`config.mk`:
```
export PLATFORM = sky130hd
export DESIGN_NAME = oc8051_ram_bist_flat
export DESIGN_NICKNAME = d
export VERILOG_FILES = /design/src/rtl/oc8051_ram_bist_if.sv /design/src/rtl/oc8051_ram_bist.sv /design/src/flat_wrapper.sv
export SDC_FILE = /design/constraint.sdc
export NUM_CORES = 1
export LEC_CHECK = 0
export ABC_AREA = 1
export CAP_MARGIN = 20
export CORE_ASPECT_RATIO = 0.6
export CORE_MARGIN = 10
export CORE_UTILIZATION = 63
export DETAILED_ROUTE_END_ITERATION = 8
export DONT_BUFFER_PORTS = 1
export PLACE_DENSITY = 0.79
export SLEW_MARGIN = 10
export SYNTH_ARGS = -nofsm -noshare
export SYNTH_HDL_FRONTEND = slang
export SYNTH_SLANG_ARGS = --single-unit
```
`constraint.sdc`:
```
create_clock -name clk -period 2.2 [get_ports clk]
set_clock_uncertainty 0.2 [all_clocks]
set_input_delay 0.11 -clock clk [delete_from_list [all_inputs] [get_ports clk]]
set_output_delay 0.11 -clock clk [all_outputs]
set_load 0.05 [all_outputs]
```
`src/rtl/oc8051_ram_bist_if.sv`:
```
// Bus bundle between the March C- BIST engine and its environment:
// the test control/status handshake plus the RAM write and read ports.
interface oc8051_ram_bist_if;
    logic       start;
    logic       busy;
    logic       done;
    logic       fail;
    logic [7:0] fail_addr;
    logic [7:0] fail_data;
    logic [7:0] fail_exp;
    logic [7:0] wr_addr;
    logic [7:0] wr_data;
    logic       wr;
    logic       wr_en;
    logic [7:0] rd_addr;
    logic       rd_en;
    logic [7:0] rd_data;

    // BIST engine side: drives the RAM strobes and status.
    modport master (
        input  start, rd_data,
        output busy, done, fail, fail_addr, fail_data, fail_exp,
        output wr_addr, wr_data, wr, wr_en, rd_addr, rd_en
    );

    // Environment side: issues start, returns RAM read data.
    modport slave (
        output start, rd_data,
        input  busy, done, fail, fail_addr, fail_data, fail_exp,
        input  wr_addr, wr_data, wr, wr_en, rd_addr, rd_en
    );
endinterface

```
`src/rtl/oc8051_ram_bist.sv`:
```
// March C- self-test engine for the 8051 internal data RAM.
// Elements: up(w0) up(r0,w1) up(r1,w0) down(r0,w1) down(r1,w0) up(r0).
// All RAM strobes and status outputs are registered; the next-cycle values
// are decoded from the next state so they line up with the state register.
module oc8051_ram_bist #(
    parameter int         DEPTH = 16,
    parameter logic [7:0] PAT   = 8'h00
) (
    input  logic              clk,
    input  logic              rst,
    oc8051_ram_bist_if.master bus
);
    localparam int AW = (DEPTH > 1) ? $clog2(DEPTH) : 1;
    localparam logic [AW-1:0] ADDR_ZERO = {AW{1'b0}};
    localparam logic [AW-1:0] ADDR_ONE  = AW'(1);
    localparam logic [AW-1:0] ADDR_LAST = AW'(DEPTH - 1);

    typedef enum logic [3:0] {
        S_IDLE, S_M0, S_M1, S_M2, S_M3, S_M4, S_M5, S_CHK, S_DONE
    } state_t;

    state_t        state_q, state_d;
    logic [AW-1:0] addr_q, addr_d;
    logic          ph_q, ph_d;

    logic          cmp_en_s;
    logic [AW-1:0] cmp_addr_s;
    logic [7:0]    cmp_exp_s;
    logic          mismatch_s;
    logic          start_acc_s;

    logic          wr_d, rd_en_d;
    logic [7:0]    wr_addr_d, wr_data_d, rd_addr_d;

    logic          wr_q, rd_en_q, busy_q, done_q, fail_q;
    logic [7:0]    wr_addr_q, wr_data_q, rd_addr_q;
    logic [7:0]    fail_addr_q, fail_data_q, fail_exp_q;

    // March sequencing: address/sub-phase walk and the compare of each cycle.
    always_comb begin
        state_d     = state_q;
        addr_d      = addr_q;
        ph_d        = ph_q;
        cmp_en_s    = 1'b0;
        cmp_addr_s  = ADDR_ZERO;
        cmp_exp_s   = PAT;
        start_acc_s = 1'b0;
        mismatch_s  = 1'b0;
        case (state_q)
            S_IDLE, S_DONE: begin
                if (bus.start) begin
                    start_acc_s = 1'b1;
                    state_d     = S_M0;
                    addr_d      = ADDR_ZERO;
                    ph_d        = 1'b0;
                end else begin
                    state_d = state_q;
                end
            end
            S_M0: begin
                if (addr_q == ADDR_LAST) begin
                    state_d = S_M1;
                    addr_d  = ADDR_ZERO;
                end else begin
                    addr_d = addr_q + ADDR_ONE;
                end
            end
            S_M1, S_M2: begin
                if (!ph_q) begin
                    ph_d = 1'b1;
                end else begin
                    ph_d       = 1'b0;
                    cmp_en_s   = 1'b1;
                    cmp_addr_s = addr_q;
                    cmp_exp_s  = (state_q == S_M1) ? PAT : ~PAT;
                    if (addr_q == ADDR_LAST) begin
                        state_d = (state_q == S_M1) ? S_M2 : S_M3;
                        addr_d  = (state_q == S_M1) ? ADDR_ZERO : ADDR_LAST;
                    end else begin
                        addr_d = addr_q + ADDR_ONE;
                    end
                end
            end
            S_M3, S_M4: begin
                if (!ph_q) begin
                    ph_d = 1'b1;
                end else begin
                    ph_d       = 1'b0;
                    cmp_en_s   = 1'b1;
                    cmp_addr_s = addr_q;
                    cmp_exp_s  = (state_q == S_M3) ? PAT : ~PAT;
                    if (addr_q == ADDR_ZERO) begin
                        state_d = (state_q == S_M3) ? S_M4 : S_M5;
                        addr_d  = (state_q == S_M3) ? ADDR_LAST : ADDR_ZERO;
                    end else begin
                        addr_d = addr_q - ADDR_ONE;
                    end
                end
            end
            S_M5: begin
                // Read data of the previous address arrives now (pipelined).
                cmp_en_s   = (addr_q != ADDR_ZERO);
                cmp_addr_s = addr_q - ADDR_ONE;
                cmp_exp_s  = PAT;
                if (addr_q == ADDR_LAST) begin
                    state_d = S_CHK;
                end else begin
                    addr_d = addr_q + ADDR_ONE;
                end
            end
            S_CHK: begin
                cmp_en_s   = 1'b1;
                cmp_addr_s = ADDR_LAST;
                cmp_exp_s  = PAT;
                state_d    = S_DONE;
            end
            default: begin
                state_d = S_IDLE;
            end
        endcase
        mismatch_s = cmp_en_s && (bus.rd_data != cmp_exp_s);
        if (mismatch_s) begin
            state_d = S_DONE;
        end else begin
            state_d = state_d;
        end
    end

    // Decode the RAM strobes that belong to the next state.
    always_comb begin
        wr_d      = 1'b0;
        wr_addr_d = 8'h00;
        wr_data_d = 8'h00;
        rd_en_d   = 1'b0;
        rd_addr_d = 8'h00;
        case (state_d)
            S_M0: begin
                wr_d      = 1'b1;
                wr_addr_d = 8'(addr_d);
                wr_data_d = PAT;
            end
            S_M1, S_M2, S_M3, S_M4: begin
                if (ph_d) begin
                    wr_d      = 1'b1;
                    wr_addr_d = 8'(addr_d);
                    wr_data_d = ((state_d == S_M1) || (state_d == S_M3)) ? ~PAT : PAT;
                end else begin
                    rd_en_d   = 1'b1;
                    rd_addr_d = 8'(addr_d);
                end
            end
            S_M5: begin
                rd_en_d   = 1'b1;
                rd_addr_d = 8'(addr_d);
            end
            default: begin
                wr_d = 1'b0;
            end
        endcase
    end

    // State, strobe and result registers with synchronous active-low reset.
    always_ff @(posedge clk) begin
        if (!rst) begin
            state_q     <= S_IDLE;
            addr_q      <= ADDR_ZERO;
            ph_q        <= 1'b0;
            wr_q        <= 1'b0;
            wr_addr_q   <= 8'h00;
            wr_data_q   <= 8'h00;
            rd_en_q     <= 1'b0;
            rd_addr_q   <= 8'h00;
            busy_q      <= 1'b0;
            done_q      <= 1'b0;
            fail_q      <= 1'b0;
            fail_addr_q <= 8'h00;
            fail_data_q <= 8'h00;
            fail_exp_q  <= 8'h00;
        end else begin
            state_q   <= state_d;
            addr_q    <= addr_d;
            ph_q      <= ph_d;
            wr_q      <= wr_d;
            wr_addr_q <= wr_addr_d;
            wr_data_q <= wr_data_d;
            rd_en_q   <= rd_en_d;
            rd_addr_q <= rd_addr_d;
            busy_q    <= (state_d != S_IDLE) && (state_d != S_DONE);
            done_q    <= (state_d == S_DONE);
            if (start_acc_s) begin
                fail_q      <= 1'b0;
                fail_addr_q <= 8'h00;
                fail_data_q <= 8'h00;
                fail_exp_q  <= 8'h00;
            end else if (mismatch_s) begin
                fail_q      <= 1'b1;
                fail_addr_q <= 8'(cmp_addr_s);
                fail_data_q <= bus.rd_data;
                fail_exp_q  <= cmp_exp_s;
            end else begin
                fail_q <= fail_q;
            end
        end
    end

    assign bus.busy      = busy_q;
    assign bus.done      = done_q;
    assign bus.fail      = fail_q;
    assign bus.fail_addr = fail_addr_q;
    assign bus.fail_data = fail_data_q;
    assign bus.fail_exp  = fail_exp_q;
    assign bus.wr        = wr_q;
    assign bus.wr_en     = wr_q;
    assign bus.wr_addr   = wr_addr_q;
    assign bus.wr_data   = wr_data_q;
    assign bus.rd_en     = rd_en_q;
    assign bus.rd_addr   = rd_addr_q;
endmodule

```
`src/flat_wrapper.sv`:
```
// flat-port wrapper written by rule: the top's interface ports become plain ports
module oc8051_ram_bist_flat 
#(
    parameter int         DEPTH = 16,
    parameter logic [7:0] PAT   = 8'h00
)
  (clk, rst, bus_start, bus_rd_data, bus_busy, bus_done, bus_fail, bus_fail_addr, bus_fail_data, bus_fail_exp, bus_wr_addr, bus_wr_data, bus_wr, bus_wr_en, bus_rd_addr, bus_rd_en);
  oc8051_ram_bist_if bus_i ();
  input  logic clk;
  input  logic rst;
  input wire logic [$bits(bus_i.start)-1:0] bus_start;
  input wire logic [$bits(bus_i.rd_data)-1:0] bus_rd_data;
  output wire logic [$bits(bus_i.busy)-1:0] bus_busy;
  output wire logic [$bits(bus_i.done)-1:0] bus_done;
  output wire logic [$bits(bus_i.fail)-1:0] bus_fail;
  output wire logic [$bits(bus_i.fail_addr)-1:0] bus_fail_addr;
  output wire logic [$bits(bus_i.fail_data)-1:0] bus_fail_data;
  output wire logic [$bits(bus_i.fail_exp)-1:0] bus_fail_exp;
  output wire logic [$bits(bus_i.wr_addr)-1:0] bus_wr_addr;
  output wire logic [$bits(bus_i.wr_data)-1:0] bus_wr_data;
  output wire logic [$bits(bus_i.wr)-1:0] bus_wr;
  output wire logic [$bits(bus_i.wr_en)-1:0] bus_wr_en;
  output wire logic [$bits(bus_i.rd_addr)-1:0] bus_rd_addr;
  output wire logic [$bits(bus_i.rd_en)-1:0] bus_rd_en;
  assign bus_i.start = bus_start;
  assign bus_i.rd_data = bus_rd_data;
  assign bus_busy = bus_i.busy;
  assign bus_done = bus_i.done;
  assign bus_fail = bus_i.fail;
  assign bus_fail_addr = bus_i.fail_addr;
  assign bus_fail_data = bus_i.fail_data;
  assign bus_fail_exp = bus_i.fail_exp;
  assign bus_wr_addr = bus_i.wr_addr;
  assign bus_wr_data = bus_i.wr_data;
  assign bus_wr = bus_i.wr;
  assign bus_wr_en = bus_i.wr_en;
  assign bus_rd_addr = bus_i.rd_addr;
  assign bus_rd_en = bus_i.rd_en;
  oc8051_ram_bist #(.DEPTH(DEPTH), .PAT(PAT)) u_core (.clk(clk), .rst(rst), .bus(bus_i));
endmodule
```
==> results.json <==
{
  "outcome": "finished, final reports clean",
  "htree_levels": 2,
  "finalMaxSlewViolations": 0,
  "finalHoldViolations": 0,
  "p_per_area_nw_per_um2": 591,
  "hold_class": "in2reg",
  "port_buffers": 0,
  "yosys_register_bits": 36,
  "synthTopCellsByArea": "dfxtp_1 35%, buf_4 11%, nand2_1 9.7%, nor2_1 7.8%, o21ai_0 5.3%",
  "num_vias": 1878,
  "syn_area_um2": 2060,
  "layout.nets": 315,
  "ys_warn_count": 0,
  "worstSetupStartpointType": "flip-flop",
  "p_total_w": 0.00131,
  "grt_max_degree": 14,
  "period_needed_ps": 2020,
  "r2r_cells": 10,
  "drt_iter0_markers": 229,
  "multi_input_area_um2": 1020,
  "antenna_cells": 0,
  "yosysTopAreaCellShare_pct": 35.0,
  "arrival_ps": 2050,
  "rows": 15,
  "p_leak_nw": 1.02,
  "drt-total-wl_um": 5150,
  "fill_cells": 256,
  "synth_cell_types": 30,
  "cp-end-kind": "flip-flop",
  "maxCapViolCount": 0,
  "avgRoutedWirePerCell_um": 15.0,
  "antenna_found_initial": 0,
  "grt_setup_unrepaired": "no",
  "min_path_cells": 3,
  "crit_path_frequent_cell": "nand2_2",
  "first_pass_iters": 5,
  "synth_cells": 298,
  "layout_common_cells": "52 x nand2_1, 43 x nor2_1, 32 x dfxtp_1, 29 x inv_1, 22 x o21ai_0",
  "finalSetupViolCount": 0,
  "place_congestion": 1.01,
  "grtUsageTotal_pct": 16.8,
  "drive_gt1_share_pct": 14.9,
  "cts_setup_buffers": 0,
  "stdcell_area_um2": 2210,
  "critPathMaxFanout": 9,
  "vdd_drop_max_uv": 580,
  "fp.dieH_um": 64.3,
  "seq_area_um2": 731,
  "fp.dieW_um": 93.8,
  "area_growth_pct": 7.60,
  "path_cells": "nor2_2 > nand2_2 > nand2_2 > nand2_1 > nand3_2 > nand2_2 > inv_1 > buf_4 > nor2_1 > nor2_1",
  "cp_slowest_stage_delay_ps": 350,
  "cts.sinks": 36,
  "start_util_pct": 68.5,
  "insertion_delay_ps": 290,
  "cpMaxStageDelayCell": "dfxtp_1",
  "worstMarginPinSlew_ps": 545,
  "cts_tree": "yes",
  "yosysTopAreaCell": "dfxtp_1",
  "post-dp-hpwl_um": 3910,
  "ant_nets": 0,
  "cts_buffer_depth": 2,
  "core_um2": 3000,
  "relSlewSlack_pct": 63.6,
  "io_pins": 65,
  "post-route-drc-count": 0,
  "placed_cell_area_um2": 2010,
  "dieArea_um2": 6030,
  "fmax_mhz": 495,
  "required_ps": 2230,
  "grt_pass1_wl_um": 8270,
  "tns_ps": 0,
  "avgSynthCellArea_um2": 6.91,
  "final_common_cell": "nand2_1",
  "vias_per_cell": 5.46,
  "cts_buffers": 5,
  "fin_crit_sh_pct": 91.8,
  "grt-ovfl-total": 0,
  "path_class": "reg2reg",
  "grt_pass1_vias": 1651,
  "yosysSeqAreaShare_pct": 35.0,
  "clk_pin_slew_ps": 70,
  "root_buffer": "clkbuf_8"
}
routing by layer:
metal	vias up	wire length (um)	part of all wire, %	global-route usage, %
met5	-	0	0	0
met4	0	25	0.49	5.09
met3	3	668	13	7.58
met2	113	2110	41	22.9
met1	844	2350	46	22.9
li1	918	-	-	-
path summary, 6_finish.rpt:
check	startpoint	to	slack, ps
min reg2reg	u_core.bus.fail_exp[6]	u_core.bus.fail_exp[6]	300
max	u_core.state_q[2]	u_core.bus.fail_data[1]	180
max reg2reg	u_core.state_q[2]	u_core.bus.fail_data[1]	180
min	bus_start	u_core.bus.fail_exp[6]	50
per-stage QoR:
step           util [%]  cells  setup slack, ps  hold WS, ps
4_1_cts            73.0    344             47.3         28.7
3_3_place_gp       66.9    327              150         12.1
6_report           73.8    344              180         49.9
3_5_place_dp       66.9    327             63.2         25.0
2_1_floorplan         -    309              322         7.63
5_1_grt            73.8    344             8.42         74.6
worst max-delay path, delay by kind of cell (launching register included):
| kind | cells | cell delay, ps |
|---|---|---|
| simple gates | 8 | 980 |
| buf+inv | 2 | 420 |
| flops | 1 | 350 |
report_power, final:
group / switching (W) / internal [W] / total [W]
Sequential: 0.0000147 / 0.000656 / 0.000670
Clock: 0.000238 / 0.000254 / 0.000492
Combinational: 0.000111 / 0.0000347 / 0.000145
state kept, by name, indices dropped and copies added (netlist names):
| register | cells |
|---|---|
| u_core.bus.busy | 1 |
| u_core.ph_q | 1 |
| u_core.bus.fail_exp | 1 |
| u_core.bus.fail_addr | 4 |
| u_core.bus.wr_addr | 4 |
| u_core.addr_q | 4 |
| u_core.state_q | 4 |
| u_core.bus.rd_en | 1 |
| u_core.bus.done | 1 |
| u_core.bus.rd_addr | 4 |
| u_core.bus.wr_data | 1 |
| u_core.bus.fail | 1 |
| u_core.bus.wr | 1 |
| u_core.bus.fail_data | 8 |
cell usage after synthesis:
library cell	instances
nand2_1	53
nor2_1	43
dfxtp_1	36
buf_4	29
inv_1	29
o21ai_0	22
a21oi_1	21
nand3_1	20
nand2_2	6
buf_2	3
ha_1	3
inv_2	3
nand4_1	3
nor2_2	3
nor3_1	3
buf_6	2
nand3_2	2
o211ai_1	2
o22ai_1	2
xnor2_1	2
xor2_1	2
a31oi_1	1
clkbuf_1	1
conb_1	1
nand2_4	1
nand3_4	1
nand3b_1	1
nand4_2	1
o21ai_1	1
o21ai_2	1
layout make-up:
type / count / share of cell area (%)
multi-input combinational: 206 / 45.9
sequential: 36 / 33.0
timing repair buffer: 20 / 8.93
clock buffer: 7 / 3.90
tap: 42 / 2.37
inverter: 32 / 5.54
clock inverter: 1 / 0.339
kinds of logic (layout without fill, tap and decap cells):
group | Yosys count | after routing | share of synthesized area (%)
AND/OR/NAND/NOR | 137 | 137 | 30.1
buffers and inverters | 67 | 60 | 18.4
AO/OA/AOI/OAI | 50 | 50 | 12.8
flip-flops | 36 | 36 | 35.0
XOR/XNOR | 4 | 4 | 1.70
adder cells (fa/ha/maj) | 3 | 3 | 1.82
other | 1 | 12 | 0.182
timing repair:
item / in CTS / in global routing
gates resized for setup: 0 / 8
endpoints found under the setup margin: 0 / 21
hold endpoints to repair: 32 / 0
hold buffers: 9 / 0
Power figures use the tool's default switching activity.
